### src/rtl/prime_req_arbiter.sv
// Round-robin front end that time-shares one is_prime checker between NREQ
// valid/ready requesters and reports the checker latency of each finished job.
module prime_req_arbiter #(
    parameter  int WIDTH = 32,
    parameter  int NREQ  = 4,
    parameter  int LAT_W = 16,
    localparam int IDW   = $clog2(NREQ)
) (
    input  logic                  clk,
    input  logic                  rst_n,
    input  logic [NREQ-1:0]       req_valid,
    output logic [NREQ-1:0]       req_ready,
    input  logic [NREQ*WIDTH-1:0] req_number,
    output logic [NREQ-1:0]       rsp_valid,
    input  logic [NREQ-1:0]       rsp_ready,
    output logic                  rsp_result,
    output logic                  chk_valid,
    input  logic                  chk_ready,
    output logic [WIDTH-1:0]      chk_number,
    input  logic                  chk_done,
    input  logic                  chk_result,
    output logic                  chk_ack,
    output logic [IDW-1:0]        grant_id,
    output logic                  busy,
    output logic [LAT_W-1:0]      last_latency
);

    typedef enum logic [1:0] {S_IDLE, S_ISSUE, S_WAIT, S_RESP} state_t;

    state_t            r_state, w_next;
    logic [IDW-1:0]    r_rr, r_grant;
    logic [WIDTH-1:0]  r_num;
    logic              r_res;
    logic [LAT_W-1:0]  r_lat, r_last;

    logic [2*NREQ-1:0] w_dbl;
    logic [IDW:0]      w_sum;
    logic [IDW-1:0]    w_win;
    logic              w_found;
    logic              w_accept, w_rsp_acc, w_done;
    logic [LAT_W-1:0]  w_lat_inc;
    logic [NREQ-1:0]   w_one;

    assign w_one = {{(NREQ-1){1'b0}}, 1'b1};

    // Rotate the valid vector so bit 0 is rr_ptr; the lowest set bit wins.
    always_comb begin
        w_dbl   = {req_valid, req_valid} >> r_rr;
        w_found = 1'b0;
        w_sum   = '0;
        for (int k = NREQ - 1; k >= 0; k--) begin
            if (w_dbl[k]) begin
                w_sum   = {1'b0, r_rr} + (IDW+1)'(k);
                w_found = 1'b1;
            end
        end
        if (w_sum >= (IDW+1)'(NREQ))
            w_sum = w_sum - (IDW+1)'(NREQ);
        w_win = w_sum[IDW-1:0];
    end

    assign w_accept  = (r_state == S_IDLE) && w_found;
    assign w_rsp_acc = (r_state == S_RESP) && rsp_ready[r_grant];
    assign w_done    = (r_state == S_WAIT) && chk_done;
    assign w_lat_inc = (&r_lat) ? r_lat : r_lat + 1'b1;

    always_comb begin
        w_next = r_state;
        case (r_state)
            S_IDLE:  if (w_accept)  w_next = S_ISSUE;
            S_ISSUE: if (chk_ready) w_next = S_WAIT;
            S_WAIT:  if (chk_done)  w_next = S_RESP;
            S_RESP:  if (w_rsp_acc) w_next = S_IDLE;
            default: w_next = S_IDLE;
        endcase
    end

    assign req_ready    = w_accept ? (w_one << w_win) : '0;
    assign rsp_valid    = (r_state == S_RESP) ? (w_one << r_grant) : '0;
    assign rsp_result   = (r_state == S_RESP) && r_res;
    assign chk_valid    = (r_state == S_ISSUE);
    assign chk_ack      = (r_state == S_WAIT);
    assign chk_number   = (r_state == S_IDLE) ? '0 : r_num;
    assign busy         = (r_state != S_IDLE);
    assign grant_id     = r_grant;
    assign last_latency = r_last;

    always_ff @(posedge clk or negedge rst_n) begin
        if (!rst_n) begin
            r_state <= S_IDLE;
            r_rr    <= '0;
            r_grant <= '0;
            r_num   <= '0;
            r_res   <= 1'b0;
            r_lat   <= '0;
            r_last  <= '0;
        end else begin
            r_state <= w_next;
            if (w_accept) begin
                r_num   <= req_number[w_win*WIDTH +: WIDTH];
                r_grant <= w_win;
                r_lat   <= '0;
            end else if (r_state == S_ISSUE || r_state == S_WAIT) begin
                r_lat <= w_lat_inc;
            end
            // The completing WAIT cycle is counted in the reported latency.
            if (w_done) begin
                r_res  <= chk_result;
                r_last <= w_lat_inc;
            end
            if (w_rsp_acc)
                r_rr <= (r_grant == IDW'(NREQ - 1)) ? '0 : r_grant + 1'b1;
        end
    end

endmodule

### config.mk
export PLATFORM = sky130hd
export DESIGN_NAME = prime_req_arbiter
export DESIGN_NICKNAME = d
export VERILOG_FILES = /design/src/rtl/prime_req_arbiter.sv
export SDC_FILE = /design/constraint.sdc
export NUM_CORES = 1
export LEC_CHECK = 0
export ABC_CLOCK_PERIOD_IN_PS = 3300
export BUFFER_PORTS_ARGS = -buffer_cell sky130_fd_sc_hd__buf_2
export CAP_MARGIN = 20
export CELL_PAD_IN_SITES_DETAIL_PLACEMENT = 1
export CELL_PAD_IN_SITES_GLOBAL_PLACEMENT = 1
export CORE_ASPECT_RATIO = 0.7
export CORE_MARGIN = 4
export CORE_UTILIZATION = 38
export CTS_CLUSTER_DIAMETER = 150
export DETAILED_ROUTE_END_ITERATION = 6
export GPL_ROUTABILITY_DRIVEN = 0
export GPL_TIMING_DRIVEN = 0
export PLACE_DENSITY = 0.85
export REMOVE_ABC_BUFFERS = 1
export SYNTH_ARGS = -nofsm -noshare
export SYNTH_HDL_FRONTEND = slang
export SYNTH_SLANG_ARGS = --single-unit
### constraint.sdc
create_clock -name clk -period 3.3 [get_ports clk]
set_clock_uncertainty 0.15 [all_clocks]
set_input_delay 0.33 -clock clk [delete_from_list [all_inputs] [get_ports clk]]
set_output_delay 0.33 -clock clk [all_outputs]
set_load 0.01 [all_outputs]
* After elaboration in Yosys (flattened, before gate mapping)
Index checks and enable logic that the tools add are counted.
** Cells by class
- $add $sub $neg :: 6
- $lt $le $gt $ge :: 2
- Equal/unequal tests :: 8
- Shifts and indexed selects :: 4
- Muxes and demuxes :: 23
- Reductions and logical operators :: 10
** Operator list (count)
- variable part select 128 x 8 -> 32 bit :: 1
- 2-to-1 mux 16 bit :: 3
- 2-to-1 mux 32 bit :: 1
- adder 16 x 1 -> 16 bit, second input constant :: 1
- AND reduction 16 bit :: 1
- 2-to-1 mux 2 bit :: 6
- 2-to-1 mux 3 bit :: 4
- 2-to-1 mux 4 bit :: 2
- case mux 2 bit (4 select lines) :: 1
- left shift 1 x 2 -> 4 bit, first input constant :: 2
- >> shifter 8 x 2 -> 4 bit :: 1
- adder 2 x 2 -> 3 bit, second input constant :: 2
- == test 2 bit, second input constant :: 3
- inequality test 2 bit, second input constant :: 3
- 2-to-1 mux 1 bit :: 5
- logical AND 1 bit :: 4
- AND reduction 4 bit :: 1
- nonzero test 2 bit :: 2
- adder 2 x 1 -> 3 bit, second input constant :: 1
- >= comparator 3 bit, second input constant :: 1
- less-than comparator 2 x 3 -> 1 bit, second input constant :: 1
- adder 2 x 1 -> 2 bit, second input constant :: 1
- binary-select mux 1 bit (select 2 bit) :: 1
- == test 2 x 1 -> 1 bit, second input constant :: 1
- other kinds (4) :: 4
** Storage, ports and cells
- Flip-flop bits (word level) :: 71
- Input bits :: 141

* Depth between registers and ports, before layout
Gate-level depths: netlist (run 1).
- Depth after elaboration :: 9
- Mapped depth :: 8
- Mapped depth without buffers :: 6

* Least setup slack after synthesis (run 1)
No wires, ideal clock.
- Path type :: register to output
- From :: reg r_state[0]
- To :: out req_ready[0]
- Data arrival time :: 1747 ps
- Data required time :: 2820 ps
- Path slack :: 1073 ps
- Cell stages (with the launch flop) :: 9
- Buffers on the path :: 2
- Path through :: dfrtp_1 -> inv_1 -> ha_1 -> inv_1 -> nor2_1 -> buf_2 -> o21ai_1 -> clkbuf_1 -> nor2_1
** On the way
- Word-level cells in the longest chain between the ends :: 3
** RTL lines
- start: declaration :: RTL line 30 : state_t r_state, w_next;
- start signal: assignment :: RTL line 98 : r_state <= w_next;
- zero test 2 bit :: RTL line 62 : assign w_accept = (r_state == S_IDLE) && w_found;
- logical AND 1 bit :: RTL line 62
- 2-to-1 mux 4 bit :: RTL line 78 : assign req_ready = w_accept ? (w_one << w_win) : '0;
- end: declaration :: RTL line 12 : output logic [NREQ-1:0] req_ready,
Every way passes these cells.

* Worst setup path after layout (run 1)
- From :: reg r_state[1]
- To :: out req_ready[1]
The elaborated chain is that of the path after synthesis.

==> results of run 1 <==
[timing repair]
| action | CTS | global route |
|---|---|---|
| endpoints found under the hold margin | 34 | 0 |
| gates resized for setup | 3 | 1 |
| buffers inserted | 0 | 0 |
| pin swaps | 1 | 0 |
| cloned | 1 | 0 |
| hold buffers | 1 | 0 |
| setup endpoints to repair | 30 | 3 |
[path summary, 6_finish.rpt]
kind | to | slack [ns] | start | cells after the start
min in group asynchronous | last_latency[9] | 0.36 | rst_n | 2
worst min-delay path | r_res | 0.12 | chk_result | 2
max in group asynchronous | r_num[30] | 2.08 | rst_n | 3
worst max register to register | r_lat[8] | 0.68 | r_lat[0] | 6
worst max-delay path | req_ready[1] | 0.28 | r_state[1] | 7
worst min register to register | last_latency[10] | 0.33 | last_latency[10] | 2
[cells by family after synthesis]
group / Yosys count / share of synthesized area (%)
AND/OR/NAND/NOR: 170 / 19.35
AO/OA/AOI/OAI: 103 / 16.57
flip-flops: 71 / 39.08
multiplexers: 64 / 14.45
buffers and inverters: 39 / 4.348
XOR/XNOR: 18 / 3.467
adder cells (fa/ha/maj): 10 / 2.752
[layer usage]
layer	wire (um)	global-route usage, %
met1	6670	27.84
met2	7973	40.78
met3	873	5.815
met4	315	6.767
met5	0	0
[worst max-delay path, stage by stage, from the launching register on]
cell	delay (ns)
sky130_fd_sc_hd__dfrtp_1	0.42
sky130_fd_sc_hd__inv_1	0.14
sky130_fd_sc_hd__ha_2	0.39
sky130_fd_sc_hd__inv_1	0.22
sky130_fd_sc_hd__nor2_4	0.35
sky130_fd_sc_hd__nand2_1	0.34
sky130_fd_sc_hd__nor2_1	0.18
sky130_fd_sc_hd__buf_2	0.16
[report_power, final]
group,switching [mW],internal (mW)
Clock,0.358,0.584
Combinational,1.51,1.04
Sequential,0.207,1.18
[cells in the mapped netlist (all sizes together), types with 2 or more instances]
cell	count	area share, %
a211o	8	1.5
or4	2	0.41
ha	10	2.8
inv	9	0.74
and3	7	0.96
and4	3	0.58
nor2	25	2.2
nor3	7	0.77
mux2	3	0.74
nor4	2	0.61
dfrtp	71	39
a211oi	2	0.61
o211ai	14	2.3
o21ai	29	3.3
mux2i	60	13
xor2	15	2.9
nand4	4	0.69
a21oi	6	0.66
clkbuf	19	1.6
xnor2	3	0.58
a31oi	3	0.41
buf	11	2.0
o221ai	25	4.8
nand2b	2	0.28
nand3	16	1.9
and2	10	1.4
a311oi	2	0.39
o31ai	5	0.83
nand2	57	4.8
nor2b	35	4.8
[state kept, by name, indices dropped and copies added (netlist names)]
| register | count |
|---|---|
| last_latency | 16 |
| r_num | 32 |
| r_state | 2 |
| r_rr | 2 |
| r_res | 1 |
| r_lat | 16 |
| grant_id | 2 |
[metrics by stage]
step / cell area [um^2] / setup slack [ns] / power (mW) / std cells / utilization, %
finish: 6006 / 0.2821 / 4.878 / 825 / 51.40
global route: 6006 / 0.1212 / 5.222 / 825 / 51.40
floorplan: 4383 / -0.2400 / 2.938 / 445 / -
detailed placement: 5685 / -0.6527 / 3.926 / 808 / 48.66
CTS: 5998 / 0.02717 / 4.918 / 824 / 51.33
global placement: 5590 / -1.781 / 3.752 / 804 / 47.84
[area by class of cell]
type | count | area (um^2)
multi-input cells | 366 | 2604
clock buffers | 14 | 284.0
well taps | 157 | 196.4
flip-flops and latches | 71 | 1777
repair buffers | 208 | 1111
inverters | 9 | 33.78
fillers | 1440 | 5679
==> summary.md, run 1 <==
The final routed DRC violation total came out at 0. The critical path capture point type was an output pin. Global routing consumed, over all layers together, 22.97% of the routing resources. For this run, the number of Yosys warnings is 0.

The flow ran to the end, and the final reports show no timing, DRC or antenna violations. Max-cap violations in this run came to 0. Top-level I/O count: 203. Detailed-placement wirelength estimate: 12.05 mm. For this block, the initial DRC count from the detailed router was 131. The via-per-instance ratio is 5.501, and the CTS sink count is 71.

Number of endpoints with negative hold slack in the final report: 0. The final hold slack is 0.1177 ns. For the number of buffers created by CTS, the log shows 9. The minimum period implied by the final worst setup slack works out to 3.018 ns.

The via count of the first global-routing pass is 5087. The worst-case IR drop observed on VDD is 0.4469 mV. The top cell types in the final layout, fill and taps aside, are sky130_fd_sc_hd__buf_2, sky130_fd_sc_hd__dfrtp_1, sky130_fd_sc_hd__mux2i_1. The number of flops mapped to enable cells by yosys came out at 0. Row generation in the floorplan step produced 33 rows. 0 antenna diodes ended up in the layout.

The tools report the maximum number of pins on one net before global-route repair as 42. The final layout contains 816 nets. In the synthesized netlist the async set-or-reset flop fraction comes to 100.0%. Effective utilization at floorplan: 38.91%. The first global-routing pass estimated 25.94 mm of wire.

The clock edge transition at the registers on the reported setup and hold paths works out to 0.06 ns. In this run the tool buffered the top-level ports with 202 buffer cells. The logs give 0.33 ns for the insertion delay of the later-clocked pin in the worst-skew pair and 4538 for the count of vias placed by the detailed router. The number of iterations in the first detailed-routing pass is 4. The initial antenna violation count was 0; the routed wire length per instance was 19.19 um. The clock passes through at most 2 buffers.

Dividing the final minimum period by the clock period gives 91.45%. The number of different library cells used by synthesis comes to 50. The mean post-synth cell area is 9.572 um^2, and the largest fanout on the critical path is 11.

The transition time of the tightest slew-check pin came out at 0.8795 ns. The static leakage power came out at 3.133 nW. The die covers 13810 um^2. The min-delay analysis places its worst path in the category in -> reg. Setup repair after global routing left no endpoint under its margin. The most common cell after layout, fill and taps aside is sky130_fd_sc_hd__buf_2. In this run the clock root is driven by a sky130_fd_sc_hd__clkbuf_16.

The die is 99.52 um tall. The number of cells produced by synthesis was 475. Data on the critical path is required at its endpoint by 2.82 ns. The synthesized design contains 71 register bits.

After floorplanning, the core was sized to cover 11690 um^2. Once detail routing completed, the nets flagged for antenna violations numbered 0. The mapped netlist covers 4547 um^2. The routed design has 15.83 mm of wire. Based on the critical path, the design can be clocked at up to 331.4 MHz.

The tools report the headroom to the max-slew limit as 41.37%. Of the synthesized area, sequential elements account for 39.08%. For the deepest level of the CTS H-tree, the log shows 3. The worst setup path is of the reg -> out kind. The die is 138.7 um wide.

The type of origin of the critical path is a register. In the final layout, the share of cells above drive strength 1 is 35.93%. Setup total negative slack on the finished layout was measured at 0 ns. Area overhead of the layout relative to synthesis: 32.09%. For the max-slew violation count, the log shows 0. The arrival time at the worst endpoint was 2.54 ns; the power density relative to cell area was 812.3 nW/um^2. TritonCTS built the clock tree. Setup violations remaining at the end of the flow were counted as 0. The leftover overflow at the end of global routing was 0. The dominant synthesized flop cell is sky130_fd_sc_hd__dfrtp_1.
No activity file was read; power rests on OpenSTA's default activity.
==> run 2: changes to the inputs <==
--- a/config.mk
+++ b/config.mk
@@ -6,19 +6,20 @@
 export NUM_CORES = 1
 export LEC_CHECK = 0
 export ABC_CLOCK_PERIOD_IN_PS = 3300
-export BUFFER_PORTS_ARGS = -buffer_cell sky130_fd_sc_hd__buf_2
 export CAP_MARGIN = 20
 export CELL_PAD_IN_SITES_DETAIL_PLACEMENT = 1
 export CELL_PAD_IN_SITES_GLOBAL_PLACEMENT = 1
 export CORE_ASPECT_RATIO = 0.7
 export CORE_MARGIN = 4
-export CORE_UTILIZATION = 38
+export CORE_UTILIZATION = 50
 export CTS_CLUSTER_DIAMETER = 150
 export DETAILED_ROUTE_END_ITERATION = 6
+export DONT_BUFFER_PORTS = 1
 export GPL_ROUTABILITY_DRIVEN = 0
 export GPL_TIMING_DRIVEN = 0
-export PLACE_DENSITY = 0.85
+export PLACE_DENSITY = 0.83
 export REMOVE_ABC_BUFFERS = 1
+export SKIP_LAST_GASP = 1
 export SYNTH_ARGS = -nofsm -noshare
 export SYNTH_HDL_FRONTEND = slang
 export SYNTH_SLANG_ARGS = --single-unit
==> run 2 against run 1 <==
Worst hold slack lost 0.039 ns. Critical endpoint unchanged. Final cell count decreased by 29%. Setup slack improved by 0.030 ns. Critical path type unchanged. Clock-buffer cell count decreased by 1.
==> summary.md, run 2 (same netlist as run 1, synthesis figures left out) <==
The via-per-instance ratio is 6.396 (was 5.501), and the transition time of the tightest slew-check pin is 1.213 ns (was 0.8795 ns). The final core utilization was 57.61% (was 51.40%). Clock edge transition at the registers on the reported setup and hold paths: 0.06 ns (about the same). TritonCTS built the clock tree. The type of the most critical hold path is in -> reg (unchanged).

The final routed wirelength across all metal layers is 14.00 mm (was 15.83 mm). Most frequent cells in the layout: sky130_fd_sc_hd__dfrtp_1, sky130_fd_sc_hd__mux2i_1, sky130_fd_sc_hd__nand2_1 (was sky130_fd_sc_hd__buf_2, sky130_fd_sc_hd__dfrtp_1, sky130_fd_sc_hd__mux2i_1). For the arrival time at the worst endpoint, the log shows 2.51 ns (was 2.54 ns). The tools report the largest vdd supply drop as 0.4630 mV (was 0.4469 mV). The run gives 0.07853 ns (was 0.1177 ns) as the final hold slack.

Residual antenna-violating net count after detailed routing: 0 (unchanged). The share of cells above drive strength 1 was 8.333% (was 35.93%); the data required time at the worst endpoint was 2.82 ns (about the same). Path type of the worst setup path: reg -> out (unchanged).

The largest fanout on the critical path is 13 (was 11), and the buffer levels on the longest clock path is 2 (unchanged). The critical path capture point type was an output pin (unchanged). The type of origin of the critical path is a register (unchanged). Routed wire length per instance: 23.81 um (was 19.19 um). The number of buffers inserted by port buffering works out to 0 (was 202). The run finished with clean final reports. The final routed DRC violation total came out at 0 (unchanged). The final sum of negative setup slack is 0 ns (unchanged), and the maximum number of pins on one net before global-route repair is 72 (was 42).

The placeable core region was 8653 um^2 (was 11690 um^2); the count of vias placed by the detailed router was 3761 (was 4538). The run gives 0 (unchanged) as the number of maximum-capacitance constraint violations. Headroom to the max-slew limit: 18.38% (was 41.37%). Ratio of final minimum period to clock period: 90.55% (was 91.45%). The total setup buffers inserted after CTS is 0 (unchanged). The achievable frequency is 334.6 MHz (was 331.4 MHz), and the detailed-placement wirelength estimate is 10.07 mm (was 12.05 mm). Minimum period implied by the final worst setup slack: 2.988 ns (was 3.018 ns). The max-slew violation count was 0 (unchanged).

For the initial antenna violation count, the log shows 0 (unchanged). Setup repair after global routing left no endpoint under its margin. The via count of the first global-routing pass is 3984 (was 5087). The leftover overflow at the end of global routing came out at 0 (unchanged).

The tools report the final net count as 614 (was 816). The width of the die works out to 122.0 um (was 138.7 um). CTS sink count: 71 (unchanged).

Register bank with the most flops: r_num (unchanged). The aggregate global-route resource usage is 25.72% (was 22.97%). The site row count was 28 (was 33). The depth of the worst register-to-register path is 5 (was 6), and the DRC violation total after the first TritonRoute iteration is 184 (was 131). The run gives 52.54% (was 38.91%) as the effective utilization at floorplan. The run gives 3 (unchanged) as the deepest level of the CTS H-tree. The overall die area is 10710 um^2 (was 13810 um^2). The tools report the antenna diode count as 0 (unchanged). The final setup violation count was 0 (unchanged). The height of the die is 87.79 um (was 99.52 um), and the number of iterations in the first detailed-routing pass is 4 (unchanged). The tools report the wire length of the first global-routing pass as 21.28 mm (was 25.94 mm). The number of cells on the worst hold path is 2 (unchanged), and the flip-flop count of the largest register after layout is 32 (unchanged).

Power density relative to cell area: 921.0 nW/um^2 (was 812.3 nW/um^2). The run gives 203 (unchanged) as the top-level I/O count. Clock root buffer: sky130_fd_sc_hd__clkbuf_16 (unchanged). The most common cell after layout, fill and taps aside was sky130_fd_sc_hd__dfrtp_1 (was sky130_fd_sc_hd__buf_2).

Insertion delay of the later-clocked pin in the worst-skew pair: 0.34 ns (was 0.33 ns). The area overhead of the layout relative to synthesis is 9.631% (was 32.09%). The static leakage power is 2.296 nW (was 3.133 nW), and the number of buffers created by CTS is 9 (unchanged). The tools report the number of endpoints with negative hold slack in the final report as 0 (unchanged).
## run 2: layout make-up
type | instances | area (um^2)
inverters | 9 | 33.78
multi-input cells | 366 | 2604
flip-flops and latches | 71 | 1777
clock buffers | 13 | 270.3
repair buffers | 6 | 110.1
clock inverters | 3 | 40.04
well taps | 120 | 150.1
fillers | 977 | 3669
## run 2: power breakdown
part | internal [mW] | switching [mW] | total, mW
registers | 1.18 | 0.245 | 1.43
clock network | 0.645 | 0.367 | 1.01
logic | 0.782 | 1.37 | 2.15
total | 2.61 | 1.98 | 4.59
## run 2: repair_timing
item,4_1_cts,5_1_grt
hold buffers,3,0
hold endpoints to repair,72,0
gates cloned,0,1
gates resized for setup,4,0
pin swaps,0,1
setup endpoints to repair,30,3
## run 2: path summary, 6_finish.rpt
check	slack, ns	startpoint	to
worst min-delay path	0.08	req_number[47]	r_num[15]
worst min register to register	0.33	r_num[28]	r_num[28]
min in group asynchronous	0.40	rst_n	last_latency[11]
worst max register to register	0.75	r_state[0]	r_lat[3]
max in group asynchronous	2.31	rst_n	last_latency[3]
worst max-delay path	0.31	r_state[0]	req_ready[1]
## run 2: per-stage QoR
step	std cells	total power [mW]	cell area (um^2)	setup WS, ns
6_report	588	4.591	4985	0.3118
5_1_grt	588	4.892	4985	0.1621
4_1_cts	587	4.608	4979	0.1102
3_5_place_dp	568	3.525	4606	-0.7001
3_3_place_gp	565	3.374	4533	-1.967
2_1_floorplan	445	2.938	4383	-0.2400
## run 2: critical path, stage by stage (launching register included)
cell and delay (ns):
sky130_fd_sc_hd__dfrtp_1 0.41, sky130_fd_sc_hd__inv_1 0.15, sky130_fd_sc_hd__ha_2 0.42, sky130_fd_sc_hd__inv_1 0.25, sky130_fd_sc_hd__nor2_4 0.35, sky130_fd_sc_hd__nand2_1 0.30, sky130_fd_sc_hd__nor2_1 0.28
## run 2: layer usage
metal  part of all wire [%]  up-vias  global-route usage, %
met4                    1.2        0                  4.985
met3                    8.3       17                  8.263
met2                     49      154                  43.59
met5                      0        -                      0
met1                     42     1883                  32.86
li1                       -     1707                      -
==> run 3: changes to the inputs <==
--- a/config.mk
+++ b/config.mk
@@ -6,18 +6,19 @@
 export NUM_CORES = 1
 export LEC_CHECK = 0
 export ABC_CLOCK_PERIOD_IN_PS = 3300
+export BUFFER_PORTS_ARGS = -buffer_cell sky130_fd_sc_hd__buf_2
 export CAP_MARGIN = 20
 export CELL_PAD_IN_SITES_DETAIL_PLACEMENT = 1
 export CELL_PAD_IN_SITES_GLOBAL_PLACEMENT = 1
 export CORE_ASPECT_RATIO = 0.7
 export CORE_MARGIN = 4
-export CORE_UTILIZATION = 50
+export CORE_UTILIZATION = 39
+export CTS_BUF_LIST = sky130_fd_sc_hd__clkbuf_8
 export CTS_CLUSTER_DIAMETER = 150
 export DETAILED_ROUTE_END_ITERATION = 6
-export DONT_BUFFER_PORTS = 1
 export GPL_ROUTABILITY_DRIVEN = 0
 export GPL_TIMING_DRIVEN = 0
-export PLACE_DENSITY = 0.83
+export PLACE_DENSITY = 0.87
 export REMOVE_ABC_BUFFERS = 1
 export SKIP_LAST_GASP = 1
 export SYNTH_ARGS = -nofsm -noshare
==> run 3 against run 2 <==
Fmax shrank 2.4%. Utilization shrank 4.6 points. Cell area grew 19%. Clock power shrank 20%. Clock-buffer cell count shrank 2.
==> summary.md, run 3 (same netlist as run 1, synthesis figures left out) <==
The final hold slack came out at 0.06422 ns (was 0.07853 ns). Clock root buffer: sky130_fd_sc_hd__clkbuf_8 (was sky130_fd_sc_hd__clkbuf_16). The top-level I/O count is 203 (unchanged). The tools report the final setup violation count as 0 (unchanged). The path type of the worst setup path is reg -> out (unchanged). The largest fanout on the critical path works out to 35 (was 13). The share of cells above drive strength 1 came out at 36.08% (was 8.333%). The tools report the via count of the first global-routing pass as 5002 (was 3984).

Detailed-placement wirelength estimate: 12.20 mm (was 10.07 mm). The number of filler instances in the final layout was 1356 (was 977). The number of maximum-capacitance constraint violations was 0 (unchanged).

The buffer levels on the longest clock path was 2 (unchanged); the static leakage power was 3.094 nW (was 2.296 nW). The run gives 40.56% (was 52.54%) as the effective utilization at floorplan. Most common cell after layout, fill and taps aside: sky130_fd_sc_hd__buf_2 (was sky130_fd_sc_hd__dfrtp_1). Startpoint of the tightest hold check path: chk_result (was req_number[47]). Via-per-instance ratio: 5.488 (was 6.396). The placement-stage worst setup slack is -0.6881 ns (was -0.7001 ns).

The achievable frequency was 326.5 MHz (was 334.6 MHz); the final sum of negative setup slack was 0 ns (unchanged). The maximum number of pins on one net before global-route repair came out at 55 (was 72). The flip-flop count of the largest register after layout works out to 32 (unchanged). The type of origin of the critical path is a register (unchanged).

The area overhead of the layout relative to synthesis is 30.60% (was 9.631%), and the max-slew violation count is 0 (unchanged). The ratio of final minimum period to clock period came out at 92.82% (was 90.55%). The transition time of the tightest slew-check pin was 0.9331 ns (was 1.213 ns); the antenna diode count was 0 (unchanged). The logs give 9 (unchanged) for the number of buffers created by CTS and 4 (unchanged) for the number of iterations in the first detailed-routing pass. The total setup buffers inserted after CTS is 0 (unchanged), and the minimum period implied by the final worst setup slack is 3.063 ns (was 2.988 ns). The run gives 71 (unchanged) as the CTS sink count.

The data required time at the worst endpoint was 2.82 ns (about the same). The height of the die is 98.34 um (was 87.79 um), and the overall die area is 13480 um^2 (was 10710 um^2). The run gives 814 (was 614) as the final net count. Number of buffers inserted by port buffering: 202 (was 0). The routed wire length per instance is 19.31 um (was 23.81 um), and the residual antenna-violating net count after detailed routing is 0 (unchanged).

The deepest level of the CTS H-tree is 3 (unchanged), and the DRC violation total after the first TritonRoute iteration is 201 (was 184). The wire length of the first global-routing pass is 25.80 mm (was 21.28 mm). The register bank with the most flops is r_num (unchanged).

The source of the worst register-to-register timing path was r_lat[0] (was r_state[0]). The site row count is 32 (was 28), and the clock edge transition at the registers on the reported setup and hold paths is 0.08 ns (was 0.06 ns). The total area of sequential cells was 1777 um^2 (unchanged).

The width of the die was 137.1 um (was 122.0 um). The critical path launch point was r_state[0] (unchanged). The multi-input gate area in the final layout came out at 2608 um^2 (was 2604 um^2). TritonCTS built the clock tree. The leftover overflow at the end of global routing is 0 (unchanged), and the insertion delay of the later-clocked pin in the worst-skew pair is 0.35 ns (was 0.34 ns). The flow ran to the end, and the final reports show no timing, DRC or antenna violations. Type of the most critical hold path: in -> reg (unchanged). Most frequent cells in the layout: sky130_fd_sc_hd__buf_2, sky130_fd_sc_hd__dfrtp_1, sky130_fd_sc_hd__mux2i_1 (was sky130_fd_sc_hd__dfrtp_1, sky130_fd_sc_hd__mux2i_1, sky130_fd_sc_hd__nand2_1). Setup repair after global routing left no endpoint under its margin. The arrival time at the worst endpoint was 2.58 ns (was 2.51 ns).

For the initial antenna violation count, the log shows 0 (unchanged). The number of standard cells in the final layout excluding fillers was 821 (was 588). The logs give 0 (unchanged) for the final routed DRC violation total and 5938 um^2 (was 4985 um^2) for the post-route standard cell area excluding fillers. The critical path capture point type was an output pin (unchanged). Largest vdd supply drop: 0.4478 mV (was 0.4630 mV). The headroom to the max-slew limit is 37.80% (was 18.38%).

The logs give 4506 (was 3761) for the count of vias placed by the detailed router and 23.89% (was 25.72%) for the aggregate global-route resource usage. The logs give 804 (was 568) for the placed cell count and 0.2371 ns (was 0.3118 ns) for the worst-case setup margin in the final layout. The final routed wirelength across all metal layers is 15.85 mm (was 14.00 mm), and the cell area after placement is 5672 um^2 (was 4606 um^2). The run gives 0 (unchanged) as the number of endpoints with negative hold slack in the final report. The placeable core region is 11210 um^2 (was 8653 um^2). The power density relative to cell area came out at 795.3 nW/um^2 (was 921.0 nW/um^2).
-- run 3: repair_timing --
item,in CTS,in global routing
gates cloned,0,0
endpoints found under the hold margin,17,0
resized for setup,4,1
setup endpoints to repair,30,4
pin swaps,0,0
hold buffers,1,0
-- run 3: path summary, 6_finish.rpt --
check	to	slack (ns)	cells after the start
max	req_ready[2]	0.24	7
min	r_res	0.06	2
max reg2reg	r_lat[15]	0.74	6
min reg2reg	last_latency[0]	0.33	2
max in group asynchronous	r_num[22]	2.20	3
min in group asynchronous	r_num[12]	0.25	2
-- run 3: per-stage QoR --
| step | utilization (%) | total power [mW] |
|---|---|---|
| 2_1_floorplan | - | 2.938 |
| 3_3_place_gp | 49.82 | 3.762 |
| 3_5_place_dp | 50.59 | 3.916 |
| 4_1_cts | 52.92 | 4.771 |
| 5_1_grt | 52.97 | 5.079 |
| 6_report | 52.97 | 4.722 |
-- run 3: report_power, final --
group | total, mW | switching (mW) | internal [mW] | leakage (nW)
sequential | 1.38 | 0.205 | 1.18 | 0.914
combinational | 2.53 | 1.50 | 1.03 | 2.07
clock | 0.812 | 0.346 | 0.466 | 0.112
-- run 3: routing by layer --
metal	wire length (um)	vias up	global-route usage, %	share of wire (%)
met4	239	0	5.521	1.5
li1	-	2102	-	-
met5	0	-	0	0
met2	8071	169	42.11	51
met1	6542	2212	29.91	41
met3	999	23	5.046	6.3
-- run 3: area by class of cell --
type | count | area share (%)
Tap cell | 153 | 3.224
Clock buffer | 11 | 2.550
Clock inverter | 5 | 1.349
Timing Repair Buffer | 207 | 18.48
Multi-Input combinational cell | 365 | 43.91
Inverter | 9 | 0.5689
Sequential cell | 71 | 29.92
-- run 3: critical path, stage by stage (launching register included) --
cell                      delay [ns]
sky130_fd_sc_hd__dfrtp_1        0.40
sky130_fd_sc_hd__inv_1          0.18
sky130_fd_sc_hd__ha_4           0.47
sky130_fd_sc_hd__inv_1          0.17
sky130_fd_sc_hd__nor2_4         0.33
sky130_fd_sc_hd__nand2_4        0.28
sky130_fd_sc_hd__nor2_1         0.22
sky130_fd_sc_hd__buf_2          0.17
